$ cat config.mk
export PLATFORM = sky130hd
export DESIGN_NAME = ysyx_25060170_wbu
export DESIGN_NICKNAME = d
export VERILOG_FILES = /design/src/rtl/ysyx_25060170_wbu.sv
export SDC_FILE = /design/constraint.sdc
export NUM_CORES = 2
export LEC_CHECK = 0
export ABC_CLOCK_PERIOD_IN_PS = 112100
export CAP_MARGIN = 30
export CORE_AREA = 2 2 336 338
export CTS_CLUSTER_SIZE = 28
export DETAILED_ROUTE_END_ITERATION = 12
export DIE_AREA = 0 0 338 340
export PLACE_DENSITY = 0.76
export SETUP_SLACK_MARGIN = 0.1
export SYNTH_ARGS = -nofsm -noshare
export SYNTH_HDL_FRONTEND = slang
export SYNTH_SLANG_ARGS = --single-unit
export TNS_END_PERCENT = 50
$ cat constraint.sdc
create_clock -name clk -period 112.1 [get_ports clk]
set_input_delay 22.42 -clock clk [delete_from_list [all_inputs] [get_ports clk]]
set_output_delay 22.42 -clock clk [all_outputs]
set_load 0.02 [all_outputs]
$ cat src/rtl/ysyx_25060170_wbu.sv
`default_nettype none
// +----------------------------------------------------------------------------------+
// | Module   : ysyx_25060170_wbu                                                     |
// | Write-back stage: 2-entry skid buffer, GPR file with bypassed read ports and a    |
// | retire counter. Define YSYX_WBU_TRACE_EN to add registered commit trace outputs.  |
// | Revision : 1.0  initial release                                                   |
// +----------------------------------------------------------------------------------+
module ysyx_25060170_wbu #(
   parameter int NR_REG = 32,
   parameter int XLEN   = 32,
   parameter int CNT_W  = 64
) (
   input  logic             clk,
   input  logic             rst,
   input  logic             in_valid_i,
   output logic             in_ready_o,
   input  logic [4:0]       in_rd_i,
   input  logic             in_wen_i,
   input  logic [XLEN-1:0]  in_data_i,
   input  logic             stall_i,
   input  logic [4:0]       rs1_i,
   input  logic [4:0]       rs2_i,
   output logic [XLEN-1:0]  rs1_data_o,
   output logic [XLEN-1:0]  rs2_data_o,
   output logic             hazard_o,
   output logic [CNT_W-1:0] instret_o
`ifdef YSYX_WBU_TRACE_EN
   ,
   output logic             commit_valid_o,
   output logic [4:0]       commit_rd_o,
   output logic [XLEN-1:0]  commit_data_o,
   output logic             commit_wen_o
`endif
);

   localparam int         IDX_W    = (NR_REG > 1) ? $clog2(NR_REG) : 1;
   localparam logic [5:0] NR_REG_L = 6'(NR_REG);

   logic [1:0]       count;
   logic [4:0]       buf_rd   [2];
   logic             buf_wen  [2];
   logic [XLEN-1:0]  buf_data [2];
   logic [XLEN-1:0]  gpr      [NR_REG];

   logic             push;
   logic             pop;
   logic             wr_slot;
   logic             head_live;
   logic             tail_live;
   logic             gpr_we;
   logic [IDX_W-1:0] gpr_idx;

   assign in_ready_o = (count != 2'd2);
   assign push       = in_valid_i & in_ready_o;
   assign pop        = (count != 2'd0) & ~stall_i;

   // The incoming entry lands right behind whatever survives this cycle's pop.
   assign wr_slot    = ~((count == 2'd0) | ((count == 2'd1) & pop));

   assign head_live  = (count != 2'd0) & ~pop;
   assign tail_live  = (count == 2'd2);

   assign gpr_we     = pop & buf_wen[0] & (buf_rd[0] != 5'd0) & ({1'b0, buf_rd[0]} < NR_REG_L);
   assign gpr_idx    = buf_rd[0][IDX_W-1:0];

   always_ff @(posedge clk or posedge rst) begin
      if (rst) begin
         count <= 2'd0;
         for (int i = 0; i < 2; i++) begin
            buf_rd[i]   <= '0;
            buf_wen[i]  <= 1'b0;
            buf_data[i] <= '0;
         end
      end else begin
         case ({push, pop})
            2'b10:   count <= count + 2'd1;
            2'b01:   count <= count - 2'd1;
            default: count <= count;
         endcase
         if (pop) begin
            buf_rd[0]   <= buf_rd[1];
            buf_wen[0]  <= buf_wen[1];
            buf_data[0] <= buf_data[1];
         end
         if (push) begin
            buf_rd[wr_slot]   <= in_rd_i;
            buf_wen[wr_slot]  <= in_wen_i;
            buf_data[wr_slot] <= in_data_i;
         end
      end
   end

   always_ff @(posedge clk or posedge rst) begin
      if (rst) begin
         for (int i = 0; i < NR_REG; i++) begin
            gpr[i] <= '0;
         end
      end else if (gpr_we) begin
         gpr[gpr_idx] <= buf_data[0];
      end
   end

   always_ff @(posedge clk or posedge rst) begin
      if (rst) begin
         instret_o <= '0;
      end else if (pop) begin
         instret_o <= instret_o + CNT_W'(1);
      end
   end

   // A retiring head is forwarded so the IDU never sees the stale array value.
   always_comb begin
      rs1_data_o = '0;
      if (rs1_i != 5'd0 && {1'b0, rs1_i} < NR_REG_L) begin
         if (pop && buf_wen[0] && buf_rd[0] == rs1_i) begin
            rs1_data_o = buf_data[0];
         end else begin
            rs1_data_o = gpr[rs1_i[IDX_W-1:0]];
         end
      end
   end

   always_comb begin
      rs2_data_o = '0;
      if (rs2_i != 5'd0 && {1'b0, rs2_i} < NR_REG_L) begin
         if (pop && buf_wen[0] && buf_rd[0] == rs2_i) begin
            rs2_data_o = buf_data[0];
         end else begin
            rs2_data_o = gpr[rs2_i[IDX_W-1:0]];
         end
      end
   end

   always_comb begin
      hazard_o = 1'b0;
      if (head_live && buf_wen[0] && buf_rd[0] != 5'd0 &&
          (buf_rd[0] == rs1_i || buf_rd[0] == rs2_i)) begin
         hazard_o = 1'b1;
      end
      if (tail_live && buf_wen[1] && buf_rd[1] != 5'd0 &&
          (buf_rd[1] == rs1_i || buf_rd[1] == rs2_i)) begin
         hazard_o = 1'b1;
      end
   end

`ifdef YSYX_WBU_TRACE_EN
   always_ff @(posedge clk or posedge rst) begin
      if (rst) begin
         commit_valid_o <= 1'b0;
         commit_rd_o    <= '0;
         commit_data_o  <= '0;
         commit_wen_o   <= 1'b0;
      end else begin
         commit_valid_o <= pop;
         if (pop) begin
            commit_rd_o   <= buf_rd[0];
            commit_data_o <= buf_data[0];
            commit_wen_o  <= buf_wen[0];
         end
      end
   end
`else
   // Trace disabled: no commit flops are built.
`endif

endmodule
`default_nettype wire

After elaboration in Yosys (flattened, before gate mapping). Cells that the tools add are included.

Flip-flop bits (word level): 1166. Bits in latches: 0. Bits in writable memories: 0. Bits in read-only memories: 0. Input bits: 52. Output and inout port bits: 130. Word-level logic and storage cells: 123. Memories: 0.

Add/sub/neg operators: 3. Multipliers: 0. Div/mod/pow operators: 0. $lt $le $gt $ge: 6. Equality and inequality tests: 9. Shifts and indexed selects: 0. Muxes and demuxes: 31. Bitwise logic cells: 14. Reduce and logical (&&, ||, !) cells: 20.

Operator list (number): $bwmux 1024 (1); $mux 32 (11); $bmux 32 s5 (2); $demux 32 s5 (1); $add 64x1->64 const B (1); $bwmux 64 (1); $mux 64 (1); $demux 32 s1 (1); $eq 5x5->1 (4); $reduce_bool 5->1 (4); $ge 6x6->1 const B (3); $not 5->6 (3); $logic_and 1x1->1 (11); $bwmux 10 (1); $mux 10 (1); $mux 5 (2); $and 1x1->1 (6); $lt 6x1->1 const B (1); $demux 5 s1 (1); $eq 2x1->1 const B (2); $eq 2x2->1 const B (2); $mux 1 (4); $pmux 2 s2 (1); $reduce_bool 2->1 (2); 13 further kinds (16).

Logic depth before layout (Yosys ltp).
Depth after elaboration: 12. Mapped depth: 9. Mapped depth without buffers: 7.

Worst setup path after synthesis. No wires, ideal clock.

Path type: input port to output port. Start point: input port rs2_i[0]. End point: output port rs2_data_o[30]. Arrival: 24.333 ns. Data required time: 89.680 ns. Path slack: 65.347 ns. Cell stages on the path: 7. Path buffers: 3. Cells stage by stage: buf_4 > buf_2 > buf_2 > mux4_2 > a22oi_1 > nand2_1 > a221o_1.

Longest elaborated chain between the ends: 6. Elaborated cells between the ends (all ways): 9. Those cells by class: eq/ne: 1; mux: 5; bitwise: 1; reduce/logical: 2.

RTL lines: start: declaration (RTL line 22) `input logic [4:0] rs2_i,`; $not 5->6 (implied by the code) (RTL line 129) `rs2_data_o = gpr[rs2_i[IDX_W-1:0]];`; $bmux 32 s5 (RTL line 129); $mux 32 (implied by the code) (2 in series) (RTL line 129); $mux 32 (RTL line 126) `if (pop && buf_wen[0] && buf_rd[0] == rs2_i) begin`; $mux 32 * (RTL line 125) `if (rs2_i != 5'd0 && {1'b0, rs2_i} < NR_REG_L) begin`; end: declaration (RTL line 24) `output logic [XLEN-1:0] rs2_data_o,`.

Every way passes the cells marked *; elsewhere a longest branch is shown, timed or not. The select of a mux whose other input is x is not followed.

Worst setup path in the final report.
Start point: input port rs1_i[0]. End point: output port rs1_data_o[4].

Longest elaborated chain between the ends: 6. Elaborated cells between the ends (all ways): 9. Those cells by class: eq/ne: 1; mux: 5; bitwise: 1; reduce/logical: 2.

RTL lines: start: declaration (RTL line 21) `input logic [4:0] rs1_i,`; $not 5->6 (implied by the code) (RTL line 118) `rs1_data_o = gpr[rs1_i[IDX_W-1:0]];`; $bmux 32 s5 (RTL line 118); $mux 32 (implied by the code) (2 in series) (RTL line 118); $mux 32 (RTL line 115) `if (pop && buf_wen[0] && buf_rd[0] == rs1_i) begin`; $mux 32 * (RTL line 114) `if (rs1_i != 5'd0 && {1'b0, rs1_i} < NR_REG_L) begin`; end: declaration (RTL line 23) `output logic [XLEN-1:0] rs1_data_o,`.

Marked as above.

==> impl_metrics.py <==
metrics = {
    "synth": {
        "yosys-top-cells-area": "dfrtp_1, mux4_2, mux2_2, clkbuf_1, mux2i_1",
        "synth_common_cells": "dfrtp_1, mux2_2, mux4_2",
        "synth-main-ff-cell": "dfrtp_1",
        "synth_top_area_share_pct": 48.0,
        "ys_ff_latch": 1166,
        "synth.distinct_cells": 58,
        "synth_area_um2": 60800,
        "synth.area.mux_share_pct": 39.7,
        "synth_edf_count": 0,
        "syn_nets": 4153,
        "ys_seq_area_share_pct": 48.0,
        "yosys.area_share.adder_pct": 0.103,
        "syn_avg_cell_area_um2": 14.9,
        "synthCells": 4096,
        "ys_warn_count": 0,
        "synth_xor_area_share_pct": 1.22,
        "synth_top_area_cell": "dfrtp_1",
        "postSynth.asyncResetShare_pct": 100,
        "synth_most_common_cell": "dfrtp_1",
        "synth_compound_area_share_pct": 4.34,
        "synth_top_family_by_area": "multiplexers",
        "synth_simple_gate_area_share_pct": 3.37,
    },
    "clocking": {
        "cts.sinks": 1166,
        "clockRootBuffer": "clkbuf_16",
        "insertion_delay_ps": 720,
        "post_cts_buffers": 0,
        "ctsHoldBuffers": 0,
        "clk_pin_slew_worst_paths_ps": 60,
        "cts_tree": "done",
        "h-tree-depth": 3,
        "post_cts_resized": 0,
        "cts_buffer_depth": 3,
        "cts_buffers": 117,
    },
    "setup_path": {
        "crit_type": "in2out",
        "r2r-end": "gpr[731]",
        "r2r_cells": 7,
        "critPathLaunchType": "input port",
        "r2r_setup_slack_ps": 107740,
        "cp.arrival_ps": 27420,
        "worstPathRequired_ps": 89680,
        "cp-end-kind": "output pin",
        "reg2reg_from": "count[0]",
        "cp_max_fo": 83,
    },
    "floorplanning": {
        "num_rows": 123,
        "core_area_um2": 112000,
        "io_pins": 182,
        "die_y_um": 340,
        "die_area_um2": 115000,
        "die_w_um": 338,
        "start_util_pct": 54.5,
    },
    "routing": {
        "ant_nets": 0,
        "drt-pass1-iter-count": 7,
        "vias": 39200,
        "drt_iter0_markers": 4166,
        "vias_per_cell": 6.92,
        "drc": 0,
        "wl_um": 179000,
        "wl_per_cell_um": 31.6,
    },
    "final_layout": {
        "fin_util_pct": 60.8,
        "syn2layout_area_growth_pct": 11.6,
        "layout.nets": 4136,
        "finalInstanceArea_um2": 67900,
        "final_layout_size_suffix_gt1_share_pct": 45.9,
        "fill_cells": 8179,
    },
    "job": {
        "cap_violations": 0,
    },
    "power_and_ir_drop": {
        "power_density_nw_per_um2": 22.8,
        "p_leak_nw": 30.2,
        "ir_worst_vdd_v": 0.0000127,
    },
    "hold_path": {
        "worstHoldStart": "gpr[993]",
        "hold_path_end": "gpr[993]",
        "hold_path_depth": 0,
        "hold_class": "reg2reg",
    },
    "global_routing": {
        "grt_overflow": 0,
        "track_usage_pct": 31.6,
        "grt_pass1_wl_um": 268000,
        "grt_pass1_vias": 40300,
        "antenna_found_initial": 4,
        "grt_max_degree": 170,
    },
    "sta": {
        "final.setup.worst_slack_ps": 62260,
        "maxSlewViolCount": 0,
        "min_period_over_period_pct": 44.5,
        "setup_violations": 0,
        "fin_tns_setup_ps": 0,
        "period_needed_ps": 49840,
        "fmax_mhz": 20.1,
        "finalHoldViolCount": 0,
        "worst_hold_slack_ps": 395,
        "rsz0062_at_grt": "no",
        "worst_slew_pin_slew_ps": 1080,
        "fin_skew_ps": 23.2,
        "relSlewSlack_pct": 28.1,
    },
    "place": {
        "port_buffers": 181,
        "dp_hpwl_um": 102000,
        "place_congestion": 0.828,
        "placed_area_um2": 63900,
        "dp_slack_ps": 62360,
    },
    "outcome": {
        "status": "completed",
    },
}
-- layout by cell type (no fill, tap or decap), types with 6 or more instances in the layout --
cell type and instances:
nor2_1 65, nor3_1 27, o22ai_1 45, a221o_1 53
a211oi_1 82, a22oi_1 99, clkbuf_8 33, dfrtp_1 1166
nor2_4 13, nand2_1 77, mux2i_1 89, clkbuf_1 33
mux2_1 6, nand4_1 20, xor2_1 29, inv_6 6
inv_1 14, and3_1 7, a21oi_1 58, nor4_1 9
mux4_2 518, xnor2_1 56, buf_16 9, mux2_2 1025
and4_1 8, buf_4 112, clkbuf_16 119, nand3b_1 8
nor2b_1 60, clkinv_2 15, a22o_1 10, clkdlybuf4s50_1 173
nand3_1 28, nand2_2 16
-- worst max-delay path, stage by stage --
cell and delay, ps:
buf_8 550, buf_12 630, buf_4 720, xnor2_1 190, nand3_1 230, o21bai_2 870
nor2_4 250, buf_16 260, a221o_1 370, clkdlybuf4s50_1 560
-- worst max path at each step --
| stage | start | endpoint | slack [ps] | cells past startpoint |
|---|---|---|---|---|
| final | rs1_i[0] | rs1_data_o[4] | 62260 | 10 |
| after global routing | rs1_i[0] | rs1_data_o[4] | 62000 | 10 |
| after CTS | rs1_i[0] | rs1_data_o[4] | 62310 | 10 |
| after detailed placement | rs1_i[0] | rs1_data_o[4] | 62360 | 10 |
| after global placement | rs1_i[0] | rs1_data_o[4] | 62350 | 9 |
| after floorplan | rst | buf_data[0] | 56840 | 1 |
-- registers in the layout, indices dropped and copies added (netlist names) --
name,flops
instret_o,64
buf_wen,2
gpr,1024
buf_rd,5
buf_data,64
gpr_idx,5
count,2
-- metrics by stage --
stage,total power [mW],std cells
after detailed placement,1.15,5455
final,1.55,5672
after global placement,1.12,5448
after global routing,1.62,5671
after CTS,1.55,5666
after floorplan,1.00,4096
-- report_power, final --
group          switching (mW)  internal, mW
clock network           0.169         0.227
registers               0.103         0.560
logic                   0.222         0.266
-- layer usage --
metal	GRT usage (%)	up-vias	wire (um)
met5	0	-	17
met2	48.5	2102	82300
met4	13.6	2	8800
li1	-	15700	-
met3	7.22	477	18800
met1	43.8	20900	69300
-- cell families after synthesis --
family          count (synthesis)
xor+xnor                       85
flops                        1166
compound gates                360
mux                          1638
buf+inv                       456
fa+ha+maj                       5
simple gates                  386
-- cell type report --
| class | count | area (um2) | area share, % |
|---|---|---|---|
| diodes | 1 | 2.50 | 0.00369 |
| clock buffers | 185 | 3560 | 5.24 |
| clock inverters | 26 | 278 | 0.409 |
| inverters | 15 | 63.8 | 0.0940 |
| multi-input cells | 2474 | 29900 | 44.1 |
| flip-flops and latches | 1166 | 29200 | 43.0 |
| well taps | 1500 | 1880 | 2.77 |
| repair buffers | 305 | 3000 | 4.42 |
No activity file was read; power rests on OpenSTA's default activity.
